==> config.mk <==
export PLATFORM = sky130hd
export DESIGN_NAME = ama_riscv_fe_sched
export DESIGN_NICKNAME = d
export VERILOG_FILES = /design/src/rtl/ama_riscv_fe_sched.sv
export SDC_FILE = /design/constraint.sdc
export NUM_CORES = 1
export LEC_CHECK = 0
export ABC_AREA = 1
export BUFFER_PORTS_ARGS = -buffer_cell sky130_fd_sc_hd__buf_2
export CAP_MARGIN = 25
export CELL_PAD_IN_SITES_DETAIL_PLACEMENT = 0
export CELL_PAD_IN_SITES_GLOBAL_PLACEMENT = 1
export CORE_ASPECT_RATIO = 0.8
export CORE_MARGIN = 10
export CORE_UTILIZATION = 40
export CTS_BUF_LIST = sky130_fd_sc_hd__clkbuf_8
export DETAILED_ROUTE_END_ITERATION = 10
export PLACE_DENSITY_LB_ADDON = 0.25
export REMOVE_ABC_BUFFERS = 1
export SLEW_MARGIN = 20
export SYNTH_ARGS = -nofsm -noshare
export SYNTH_HDL_FRONTEND = slang
export SYNTH_SLANG_ARGS = --single-unit
==> constraint.sdc <==
create_clock -name clk -period 3 [get_ports clk]
set_input_delay 0.15 -clock clk [delete_from_list [all_inputs] [get_ports clk]]
set_output_delay 0.15 -clock clk [all_outputs]
set_load 0.05 [all_outputs]
==> src/rtl/ama_riscv_fe_sched.sv <==
// Frontend control-flow scheduler: sequences PC updates around unresolved
// branches and jumps, gates PC advance on imem readiness, and counts stall
// cycles. Optional static not-taken prediction: FE_SCHED_BP_NT_EN.

package ama_riscv_fe_sched_pkg;
  typedef enum logic {
    PC_SEL_INC4 = 1'b0,
    PC_SEL_ALU  = 1'b1
  } pc_sel_t;

  typedef struct packed {
    pc_sel_t pc_sel;
    logic    pc_we;
  } fe_ctrl_t;
endpackage

module ama_riscv_fe_sched
  import ama_riscv_fe_sched_pkg::*;
#(
  parameter int CNT_W = 32
) (
  input  logic             clk,
  input  logic             rst,
  input  logic             dec_valid,
  input  fe_ctrl_t         dec_fe_ctrl,
  input  logic             dec_branch,
  input  logic             dec_jump,
  input  logic             ex_br_res,
  input  logic             ex_br_taken,
  input  logic             ex_jmp_done,
  input  logic             imem_rdy,
  output pc_sel_t          pc_sel,
  output logic             pc_we,
  output logic             dec_bubble,
  output logic             flush,
  output logic [CNT_W-1:0] stall_cnt
);

  typedef enum logic [1:0] {
    RUN      = 2'd0,
    BR_WAIT  = 2'd1,
    JMP_WAIT = 2'd2
`ifdef FE_SCHED_BP_NT_EN
    , BR_SPEC = 2'd3
`endif
  } state_t;

  state_t           state_reg, state_next;
  logic             pending_reg, pending_next;
  logic [CNT_W-1:0] stall_cnt_reg;

  assign stall_cnt = stall_cnt_reg;

  // Output decode and next-state selection; outputs forced safe while in reset
  always_comb begin
    state_next   = state_reg;
    pending_next = pending_reg;
    pc_sel       = PC_SEL_INC4;
    pc_we        = 1'b0;
    dec_bubble   = 1'b1;
    flush        = 1'b0;
    if (rst) begin
      case (state_reg)
        RUN: begin
          pc_sel     = dec_fe_ctrl.pc_sel;
          pc_we      = dec_fe_ctrl.pc_we & imem_rdy;
          dec_bubble = ~(dec_fe_ctrl.pc_we & imem_rdy);
          if (dec_valid && dec_jump) begin
            pc_we      = 1'b0;
            dec_bubble = 1'b1;
            state_next = JMP_WAIT;
          end else if (dec_valid && dec_branch) begin
`ifdef FE_SCHED_BP_NT_EN
            // Predict not-taken; only enter speculation once the branch advanced
            pc_sel     = PC_SEL_INC4;
            pc_we      = imem_rdy;
            dec_bubble = ~imem_rdy;
            if (imem_rdy) state_next = BR_SPEC;
`else
            pc_we      = 1'b0;
            dec_bubble = 1'b1;
            state_next = BR_WAIT;
`endif
          end
        end
        JMP_WAIT: begin
          // EX keeps ex_jmp_done high until the redirect is accepted
          if (ex_jmp_done) begin
            pc_sel = PC_SEL_ALU;
            pc_we  = imem_rdy;
            if (imem_rdy) state_next = RUN;
          end
        end
        BR_WAIT: begin
          if (pending_reg) begin
            // Taken target was latched earlier; EX holds it until accepted
            pc_sel = PC_SEL_ALU;
            pc_we  = imem_rdy;
            if (imem_rdy) begin
              pending_next = 1'b0;
              state_next   = RUN;
            end
          end else if (ex_br_res) begin
            pc_sel = ex_br_taken ? PC_SEL_ALU : PC_SEL_INC4;
            pc_we  = imem_rdy;
            if (imem_rdy) begin
              state_next = RUN;
            end else if (ex_br_taken) begin
              pending_next = 1'b1;
            end else begin
              // Not-taken needs no target: sequential fetch resumes from RUN
              state_next = RUN;
            end
          end
        end
`ifdef FE_SCHED_BP_NT_EN
        BR_SPEC: begin
          pc_sel     = PC_SEL_INC4;
          pc_we      = imem_rdy;
          dec_bubble = ~imem_rdy;
          if (ex_br_res && ex_br_taken) begin
            flush      = 1'b1;
            pc_sel     = PC_SEL_ALU;
            dec_bubble = 1'b1;
            if (imem_rdy) begin
              state_next = RUN;
            end else begin
              pending_next = 1'b1;
              state_next   = BR_WAIT;
            end
          end else if (ex_br_res) begin
            // Not-taken: a new branch in decode becomes the next speculation
            if (dec_valid && dec_jump) begin
              pc_we      = 1'b0;
              dec_bubble = 1'b1;
              state_next = RUN;
            end else if (dec_valid && dec_branch) begin
              if (!imem_rdy) state_next = RUN;
            end else begin
              state_next = RUN;
            end
          end else if (dec_valid && (dec_branch || dec_jump)) begin
            pc_we      = 1'b0;
            dec_bubble = 1'b1;
          end
        end
`endif
        default: state_next = RUN;
      endcase
    end
  end

  // State, redirect-pending flag and saturating stall counter
  always_ff @(posedge clk or negedge rst) begin
    if (!rst) begin
      state_reg     <= RUN;
      pending_reg   <= 1'b0;
      stall_cnt_reg <= '0;
    end else begin
      state_reg   <= state_next;
      pending_reg <= pending_next;
      if (!pc_we && (stall_cnt_reg != {CNT_W{1'b1}}))
        stall_cnt_reg <= stall_cnt_reg + 1'b1;
    end
  end

endmodule

[Word level (Yosys, flattened, before mapping)]
Cells that the tools add are included.
Widths: inputs -> output; s select.
Storage, ports and cells
  input bits: 11
  logic and storage cells: 50
  register bits after elaboration: 35
Cells by class
  bitwise gates (word level): 2
  equality and inequality tests: 7
  mux-type cells: 30
  reductions and logical operators: 7
  add/subtract/negate cells: 1
Operator list (number)
  $add 32x1->32 const B: 1
  $ne 32x32->1 const B: 1
  $mux 1: 19
  $mux 2: 8
  $ne 3x3->1 const B: 2
  $pmux 1 s3: 2
  $pmux 2 s3: 1
  $reduce_and 5->1: 1
  $ne 4x4->1 const B: 1
  $logic_and 1x1->1: 3
  $eq 2x1->1 const B: 1
  $eq 2x2->1 const B: 1
  $logic_not 2->1: 1
  $ne 2x2->1 const B: 1
  $reduce_and 2->1: 1
  $and 1x1->1: 1
  $logic_not 1->1: 1
  $not 1->1: 1

[Depth between registers and ports, before layout]
  word-level depth: 7
  gate-level depth with buffers: 12
  depth with buffers taken out: 11

[Least setup slack after synthesis]
Ideal clock, no wire load.
  path type: flip-flop to flip-flop
  start: register stall_cnt_reg[0], in the netlist stall_cnt[0]
  end: register stall_cnt_reg[3], in the netlist stall_cnt[3]
  arrival: 1.944 ns
  setup time: 0.118 ns
  required time: 2.882 ns
  path slack: 0.937 ns
  cell stages (with the launch flop): 12
  path through: dfrtp_1 > ha_1 > inv_2 > nor2_4 > nand2_2 > nor2_4 > nand3_2 > nand2_4 > inv_4 > buf_6 > nand2_1 > nand2_1
On the way
  cells in the longest elaborated chain, start to end: 2
RTL lines
  start: declaration: RTL line 50  | logic [CNT_W-1:0] stall_cnt_reg;
  start signal: assignment: RTL line 163  | stall_cnt_reg <= stall_cnt_reg + 1'b1;
  parallel branches: the longest is 2 deep, another holds $add 32x1->32
Parallel ways; which one is timed is not known.
A chain may end at the register's enable or synchronous reset.

[Worst setup path in the final report]
  start: register stall_cnt_reg[0], in the netlist stall_cnt[0]
  end: register stall_cnt_reg[23], in the netlist stall_cnt[23]
The elaborated chain is that of the path after synthesis.

==> results.sh <==
export IMPL_status="complete, no violations"
export IMPL_p_int_uw=856
export IMPL_via_count=2407
export IMPL_setup_violations=0
export IMPL_route_met2_wl_um=2950
export IMPL_area_growth_pct=15.4
export IMPL_nNetsFinal=439
export IMPL_hold_viol_final=0
export IMPL_final_area_sq_mm=0.00279
export IMPL_drt_pass1_iterations=4
export IMPL_postSynth_asyncResetShare_pct=100
export IMPL_largest_reg_flops=32
export IMPL_worstPathRequired_ps=3180
export IMPL_syn_instance_count=379
export IMPL_synth_area_leaders="dfrtp_1 36%, nand2_1 32%, nor2_1 8.2%"
export IMPL_path_clk_slew_ps=70
export IMPL_nFillCells=672
export IMPL_clockRootBuffer="clkbuf_8"
export IMPL_worstSkewPairLatency_ps=290
export IMPL_cts_resized_gates=0
export IMPL_ctsLongestPathBuffers=2
export IMPL_core_area_sq_mm=0.00588
export IMPL_initial_core_util_pct=41.0
export IMPL_cts_tree="yes"
export IMPL_arrival_ps=2370
export IMPL_yosysWarnings=0
export IMPL_dieArea_sq_mm=0.00956
export IMPL_vdd_ir_drop_max_uv=496
export IMPL_grt_usage_pct=15.3
export IMPL_htree_levels=2
export IMPL_via_per_inst=4.73
export IMPL_grt_setup_unrepaired="false"
export IMPL_numClockSinks=35
export IMPL_gr_total_overflow=0
export IMPL_min_path_type="primary input to register"
export IMPL_die_w_um=107
export IMPL_post_dp_hpwl_um=5130
export IMPL_crit_path_end_kind="register"
export IMPL_fmax_ghz=0.457
export IMPL_post_cts_buffers=0
export IMPL_io_buffers=45
export IMPL_rows=25
export IMPL_pwr_share_comb_pct=39.7
export IMPL_syn_area_per_cell_sq_um=6.37
export IMPL_wl_met1_um=3420
export IMPL_seq_area_frac_synth_pct=36.3
export IMPL_clkPwrFrac_pct=20.9
export IMPL_power_share_switching_pct=46.4
export IMPL_yosysMostFrequentCell="nand2_1"
export IMPL_drt_total_wl_um=6740
export IMPL_dr_max_layer_used="met4"
export IMPL_path_max_fanout=36
export IMPL_startpoint_type="register"
export IMPL_clock_skew_ps=5.71
export IMPL_multi_input_area_sq_mm=0.00141
export IMPL_synth_ff_type="dfrtp_1"
export IMPL_grt_pass1_wl_um=11800
export IMPL_syn_area_sq_mm=0.00241
export IMPL_ant_nets=0
export IMPL_yosysUniqueCellTypes=25
export IMPL_setup_tns_final_ps=0
export IMPL_antenna_found_initial=0
export IMPL_grt_max_degree=39
export IMPL_drive_gt1_share_pct=14.3
export IMPL_drt_iter0_drc=87
export IMPL_cap_violations=0
export IMPL_postPlaceCellArea_sq_mm=0.00270
export IMPL_die_y_um=89.5
export IMPL_power_switching_uw=740
export IMPL_grt_pass1_vias=2447
export IMPL_min_period_over_period_pct=72.9
export IMPL_place_gp_congestion=0.875
export IMPL_power_density_mw_per_mm2=573
export IMPL_drc=0
export IMPL_io_pins=47
export IMPL_synth_top_cell_by_area="dfrtp_1"
export IMPL_n_antenna_cell=0
export IMPL_synth_top_area_share_pct=36.3
export IMPL_power_leakage_uw=0.00147
export IMPL_fin_crit_ps=2190
export IMPL_numCtsBuffers=5
export IMPL_ys_top_cells_by_count="204 x nand2_1, 53 x nor2_1, 35 x dfrtp_1"
export IMPL_seq_area_sq_um=876
export IMPL_synth_edf_count=0
export IMPL_wl_per_cell_um=13.2
export IMPL_wl_met3_um=285
export IMPL_seqPwrFrac_pct=39.4
export IMPL_critical_path_class="register to register"
export IMPL_ys_seq_elements=35
export IMPL_slew_violations=0
worst paths after layout:
kind	slack [ps]	cells past startpoint	startpoint	end
max	810	10	stall_cnt[0]$_DFFE_PN0P_	stall_cnt[23]$_DFFE_PN0P_
min	100	2	imem_rdy	pending_reg$_DFFE_PN0P_
max reg2reg	810	10	stall_cnt[0]$_DFFE_PN0P_	stall_cnt[23]$_DFFE_PN0P_
min reg2reg	520	2	state_reg[0]$_DFFE_PN0P_	state_reg[0]$_DFFE_PN0P_
max in group asynchronous	2180	3	rst	stall_cnt[0]$_DFFE_PN0P_
min in group asynchronous	480	3	rst	state_reg[1]$_DFFE_PN0P_
per-layer routing:
layer / vias to the layer above / global-route usage [%]
met2: 43 / 24.6
met3: 6 / 3.31
met1: 1099 / 20.0
met4: 0 / 5.40
met5: - / 0
li1: 1259 / -
power groups by stage:
stage	Combinational [uW]	Sequential [uW]	Clock (uW)
global route	703	643	361
detailed placement	638	637	0
global placement	639	634	0
floorplan	317	784	0
CTS	643	628	349
finish	634	629	334
timing repair:
item | 4_1_cts | 5_1_grt
endpoints found under the hold margin | 35 | 0
setup endpoints to repair | 0 | 0
hold buffers | 1 | 0
cells in the final DEF (no fill, tap or decap), drive strengths merged:
master,instances
nand2,206
nor2,57
buf,46
dfrtp,35
inv,21
nand3b,16
xor2,11
nand3,8
o21ai,8
clkbuf,5
a21oi,4
xnor2,4
nand4,1
a31oi,1
o41ai,1
ha,1
conb,1
clkinv,1
dlygate4sd3,1
through the flow:
stage	instances	total power [uW]	hold WS, ps	util (%)	setup WS, ps
4_1_cts	509	1620	96.6	47.4	810
3_5_place_dp	500	1280	267	45.8	820
3_3_place_gp	500	1270	262	45.8	907
2_1_floorplan	373	1100	-146	-	824
5_1_grt	509	1710	133	47.4	562
6_report	509	1600	103	47.4	813
critical path: stages (launching register included):
cell and delay [ps]:
dfrtp_1 460, ha_1 330, inv_2 80, nor2_4 130
nand2_2 100, nor2_4 130, nand3_2 100, nand2_4 340
inv_4 210, nand2_1 110, nand2_1 60
final cells by class:
| cell class | count | share of cell area, % |
|---|---|---|
| multi-input cells | 319 | 50.7 |
| well taps | 81 | 3.64 |
| clock buffers | 5 | 2.47 |
| repair buffers | 47 | 8.71 |
| clock inverters | 3 | 0.449 |
| flip-flops and latches | 35 | 31.4 |
| inverters | 19 | 2.65 |
kinds of logic (layout without fill, tap and decap cells):
family / after synthesis / after routing / share of synthesized area (%)
XOR/XNOR: 15 / 15 / 5.44
AND/OR/NAND/NOR: 288 / 288 / 49.2
other: 1 / 1 / 0.155
buffers and inverters: 25 / 74 / 5.24
adder cells (fa/ha/maj): 1 / 1 / 0.518
flip-flops: 35 / 35 / 36.3
AO/OA/AOI/OAI: 14 / 14 / 3.11
No activity file was read; power rests on OpenSTA's default activity.
